**config.mk**
```make
export PLATFORM = sky130hd
export DESIGN_NAME = seq_arb_rr_granthold_param_flat
export DESIGN_NICKNAME = d
export VERILOG_FILES = /design/src/rtl/seq_arb_rr_granthold_param_if.sv /design/src/rtl/seq_arb_rr_granthold_param.sv /design/src/flat_wrapper.sv
export SDC_FILE = /design/constraint.sdc
export NUM_CORES = 1
export LEC_CHECK = 0
export CAP_MARGIN = 20
export CORE_MARGIN = 3
export CORE_UTILIZATION = 40
export CTS_CLUSTER_DIAMETER = 40
export DETAILED_ROUTE_END_ITERATION = 8
export GPL_TIMING_DRIVEN = 1
export PLACE_DENSITY = 0.68
export REMOVE_ABC_BUFFERS = 1
export SYNTH_ARGS = -nofsm -noshare
export SYNTH_HDL_FRONTEND = slang
export SYNTH_SLANG_ARGS = --single-unit
```
**constraint.sdc**
```tcl
create_clock -name clk -period 2.62 [get_ports clk]
set_input_delay 0.524 -clock clk [delete_from_list [all_inputs] [get_ports clk]]
set_output_delay 0.524 -clock clk [all_outputs]
set_load 0.02 [all_outputs]
```
**src/rtl/seq_arb_rr_granthold_param_if.sv**
```systemverilog
// Request/grant bundle for the parametrised round-robin grant-hold arbiter.
// The requester side uses the master modport; the arbiter uses the slave modport.
interface seq_arb_rr_granthold_param_if #(
    parameter int NREQS = 4
);
    localparam int IDX_W = $clog2(NREQS);

    logic [NREQS-1:0] reqs;
    logic [NREQS-1:0] holds;
    logic [NREQS-1:0] grants;
    logic             grant_val;
    logic [IDX_W-1:0] grant_idx;
    logic             hold_expired;

    modport master (
        output reqs,
        output holds,
        input  grants,
        input  grant_val,
        input  grant_idx,
        input  hold_expired
    );

    modport slave (
        input  reqs,
        input  holds,
        output grants,
        output grant_val,
        output grant_idx,
        output hold_expired
    );
endinterface

```
**src/rtl/seq_arb_rr_granthold_param.sv**
```systemverilog
// N-input round-robin arbiter with grant hold; MAX_HOLD caps consecutive held
// grants so a holder cannot starve the others (0 = unlimited hold).
module seq_arb_rr_granthold_param #(
    parameter int NREQS    = 4,
    parameter int MAX_HOLD = 8
) (
    input  logic                        clk,
    input  logic                        reset,
    seq_arb_rr_granthold_param_if.slave bus
);
    localparam int IDX_W = $clog2(NREQS);
    localparam int CNT_W = (MAX_HOLD > 0) ? $clog2(MAX_HOLD + 1) : 1;
    localparam logic [CNT_W-1:0] HOLD_LIMIT = CNT_W'(MAX_HOLD);
    localparam logic [NREQS-1:0] PRIO_INIT  = {{(NREQS-1){1'b0}}, 1'b1};

    // Arbitration state
    logic [NREQS-1:0] prio;
    logic [NREQS-1:0] last_grant;
    logic             hold_pend;
    logic [CNT_W-1:0] hold_cnt;

    // Combinational grant path
    logic               holder_req;
    logic               under_limit;
    logic               held;
    logic [2*NREQS-1:0] req_dbl;
    logic [2*NREQS-1:0] scan_dbl;
    logic [NREQS-1:0]   fresh_grant;
    logic [NREQS-1:0]   grant_int;
    logic [NREQS-1:0]   grants;
    logic [IDX_W-1:0]   idx_int;
    logic               fresh_taken;

    assign holder_req  = hold_pend & (|(last_grant & bus.reqs));
    assign under_limit = (MAX_HOLD == 0) || (hold_cnt < HOLD_LIMIT);
    assign held        = holder_req & under_limit;

    // Subtracting the one-hot prio from the doubled request vector isolates the
    // first request at or above prio; the upper copy handles the wrap to bit 0.
    assign req_dbl     = {bus.reqs, bus.reqs};
    assign scan_dbl    = req_dbl & ~(req_dbl - {{NREQS{1'b0}}, prio});
    assign fresh_grant = scan_dbl[NREQS-1:0] | scan_dbl[2*NREQS-1:NREQS];

    assign grant_int   = held ? last_grant : fresh_grant;
    assign grants      = reset ? grant_int : '0;
    assign fresh_taken = (|grants) & ~held;

    // NOTE: every variable assigned in always_comb gets a default first, otherwise
    // paths that skip an assignment infer a latch.
    always_comb begin
        idx_int = '0;
        for (int i = 0; i < NREQS; i++) begin
            if (grants[i]) begin
                idx_int = idx_int | IDX_W'(i);
            end
        end
    end

    assign bus.grants       = grants;
    assign bus.grant_val    = |grants;
    assign bus.grant_idx    = idx_int;
    assign bus.hold_expired = reset & holder_req & ~held;

    // NOTE: sequential state uses non-blocking assignments so every register
    // samples the pre-edge values of its neighbours regardless of statement order.
    always_ff @(posedge clk) begin
        if (!reset) begin
            prio       <= PRIO_INIT;
            last_grant <= '0;
            hold_pend  <= 1'b0;
            hold_cnt   <= '0;
        end else begin
            last_grant <= grants;
            hold_pend  <= |(grants & bus.holds);
            // With unlimited hold the count is never consulted, so it stays at 0.
            if (held && (MAX_HOLD != 0)) begin
                hold_cnt <= hold_cnt + 1'b1;
            end else begin
                hold_cnt <= '0;
            end
            if (fresh_taken) begin
                prio <= {grants[NREQS-2:0], grants[NREQS-1]};
            end
        end
    end
endmodule

```
**src/flat_wrapper.sv**
```systemverilog
// flat-port wrapper written by rule: the top's interface ports become plain ports
module seq_arb_rr_granthold_param_flat 
#(
    parameter int NREQS    = 4,
    parameter int MAX_HOLD = 8
)
  (clk, reset, bus_reqs, bus_holds, bus_grants, bus_grant_val, bus_grant_idx, bus_hold_expired);
  seq_arb_rr_granthold_param_if #(.NREQS(NREQS)) bus_i ();
  input  logic clk;
  input  logic reset;
  input wire logic [$bits(bus_i.reqs)-1:0] bus_reqs;
  input wire logic [$bits(bus_i.holds)-1:0] bus_holds;
  output wire logic [$bits(bus_i.grants)-1:0] bus_grants;
  output wire logic [$bits(bus_i.grant_val)-1:0] bus_grant_val;
  output wire logic [$bits(bus_i.grant_idx)-1:0] bus_grant_idx;
  output wire logic [$bits(bus_i.hold_expired)-1:0] bus_hold_expired;
  assign bus_i.reqs = bus_reqs;
  assign bus_i.holds = bus_holds;
  assign bus_grants = bus_i.grants;
  assign bus_grant_val = bus_i.grant_val;
  assign bus_grant_idx = bus_i.grant_idx;
  assign bus_hold_expired = bus_i.hold_expired;
  seq_arb_rr_granthold_param #(.NREQS(NREQS), .MAX_HOLD(MAX_HOLD)) u_core (.clk(clk), .reset(reset), .bus(bus_i));
endmodule
```
==> reports/metrics.yaml <==
critPathKind: "primary input to primary output"
ys_ff_latch: 13
io_pins: 18
vias: 1079
drt-wirelength-per-cell_um: 17.0
regArea_um2: 264
drt_pass1_iterations: 4
track_usage_pct: 25.5
fin_setup_tns_ns: -0.691
ir_drop_v: 0.000513
cp_top_family: "compound AO/OA/AOI/OAI gates"
cp_common_cell: "buf_6"
ys_types: 36
synth.largest_area_cell: "dfxtp_1"
yosysSeqAreaShare_pct: 31.6
tritoncts: "built"
maxCapViolCount: 0
finalWirelength_um: 3190
grt_max_degree: 8
multi_input_area_um2: 663
internal-power_uw: 595
drtAntennaViolNets: 0
power_density_nw_per_um2: 657
cts.clk_slew.worst_paths_ns: 0.08
critPathLaunchType: "primary input"
drt-vias-per-instance: 5.74
route.detailed.drc: 0
netlist_area_um2: 823
path_buf_inv: 3
antenna_found_initial: 0
avgSynthCellArea_um2: 8.23
slew-limit-headroom_pct: 68.9
setup_viol: 7
area_growth_pct: 79.6
fin_nets: 179
clk_latency_ns: 0.28
initial_core_util_pct: 44.8
synth-edff-count: 0
place_congestion: 0.856
drt-initial-drc-count: 53
switching_share_pct: 38.8
fillers: 132
switching_power_uw: 377
first_global_vias: 1095
rsz0062_at_grt: "yes"
hold_viol: 0
htree_levels: 1
p_comb_share_pct: 60.8
cts_buffer_depth: 2
grt_pass1_wl_um: 5040
crit_slowest_cell: "fa_2"
cts_buffers: 3
end_kind: "primary output"
port_buffers: 17
cp_slowest_stage_delay_ns: 0.43
pwr-share-clk_pct: 13.4
finalCritPeriodShare_pct: 108
core_area_um2: 1840
slew_violations: 0
outcome: "complete, but fails checks"
cp_max_fo: 2
dieArea_um2: 2640
synth_commonest_cells: "dfxtp_1 (13), nor2_1 (13), nand2_1 (9)"
ys.warnings.count: 0
fin_skew_ns: 0.00471
path_cells: "buf_6, nand2b_4, fa_2, xnor2_2, o21ai_2, buf_4, nand3_2, a211o_1, o21a_1, buf_6"
fin_hold_ws_ns: 0.456
synth_area_leaders: "dfxtp_1 (32%), ha_1 (6.1%), nor2_1 (5.9%), a21oi_1 (4.9%), a31oi_1 (4.6%)"
synth_top_cell_area_share_pct: 31.6
cts.sinks: 13
timing.final.crit_period_ns: 2.84
ys.flop_type: "dfxtp_1"
drive_gt1_share_pct: 51.5
p_leak_uw: 0.000633
cts-root-buf: "clkbuf_4"
n_antenna_cell: 0
hold_class: "flop to flop"
die_h_um: 51.4
fmaxAchievable_ghz: 0.353
worstPathArrival_ns: 2.31
sequentialPowerShare_pct: 25.8
violations: "negative setup slack"
worst_slew_pin_slew_ns: 0.460
setup_ws_ns: -0.216
dpl.hpwl_um: 1960
die-width_um: 51.4
row_count: 15
cp.required_ns: 2.10
post-place-ws_ns: -0.940
async_flop_share_pct: 0
overflow: 0
postSynthCellCount: 100
-- sequential cells by signal, indices dropped and copies added, names as in the netlist --
name / count
u_core.hold_cnt: 4
u_core.prio: 4
u_core.last_grant: 4
u_core.hold_pend: 1
-- path summary, 6_finish.rpt --
kind,startpoint,to,slack (ns),cells after the start
worst max-delay path,bus_reqs[0],bus_grant_val,-0.22,10
worst min register to register,u_core.hold_cnt[0],u_core.hold_cnt[0],0.46,1
worst max register to register,u_core.prio[0],u_core.prio[3],0.30,11
worst min-delay path,u_core.hold_cnt[0],u_core.hold_cnt[0],0.46,1
-- power by group through the flow --
stage	Sequential, uW	Combinational (uW)	Clock [uW]
after detailed placement	248	433	0
after global routing	254	634	141
final	251	592	130
after CTS	247	518	131
after floorplan	246	217	0
after global placement	248	424	0
-- through the flow --
stage / util (%) / instance area [um^2] / std cells / power (uW)
after floorplan: - / 815 / 98 / 463
after global placement: 67.9 / 1250 / 171 / 672
after detailed placement: 67.9 / 1250 / 171 / 681
after CTS: 77.0 / 1420 / 184 / 897
after global routing: 80.4 / 1480 / 188 / 1030
final: 80.4 / 1480 / 188 / 972
-- layout by cell type, fill, tap and decap left out, types with 2 or more instances in the layout --
cell type        Yosys  layout
nand3_1              5       4
buf_6                0       3
dfxtp_2              0       3
ha_4                 0       2
nand2b_1             2       2
inv_2                0       2
clkbuf_4             0       3
buf_4                0      45
a21oi_1              8       6
nand2_1              9       8
dfxtp_1             13      10
clkdlybuf4s50_1      0       5
a22oi_2              1       2
ha_1                 4       2
a31oi_1              6       6
buf_2                1       6
o21ai_2              0       2
inv_1                4       2
nor2_1              13      12
mux2i_1              2       2
o21ai_0              5       3
-- routing by layer --
layer / up-vias / GRT usage [%] / part of all wire (%)
li1: 500 / - / -
met1: 510 / 30.8 / 43
met5: - / 0 / 0
met4: 0 / 7.42 / 3.9
met3: 16 / 6.41 / 7.4
met2: 53 / 44.3 / 46
-- worst register-to-register path, delay by kind of cell, from the launching register on --
kind            cells  cell delay (ns)
xor+xnor            1             0.16
flops               1             0.36
buf+inv             4             0.54
compound gates      3             0.61
fa+ha+maj           1             0.43
simple gates        2             0.14
-- cell families after synthesis --
| group | share of synthesized area (%) |
|---|---|
| AO/OA/AOI/OAI | 31.8 |
| XOR/XNOR | 2.13 |
| adder cells (fa/ha/maj) | 8.51 |
| buffers and inverters | 3.34 |
| flip-flops | 31.6 |
| multiplexers | 4.10 |
| AND/OR/NAND/NOR | 18.5 |
-- layout make-up --
class | count | area share [%]
Clock buffer | 4 | 1.78
Inverter | 5 | 1.27
Timing Repair Buffer | 61 | 32.1
Tap cell | 25 | 2.12
Multi-Input combinational cell | 80 | 44.8
Sequential cell | 13 | 17.9
-- repair_timing --
item | 4_1_cts | 5_1_grt
gates resized for setup | 74 | 8
buffers inserted | 10 | 4
hold buffers | 0 | 0
pin swaps | 18 | 8
endpoints found under the hold margin | 0 | 0
endpoints found under the setup margin | 8 | 8
(Power assumes the default switching activity.)
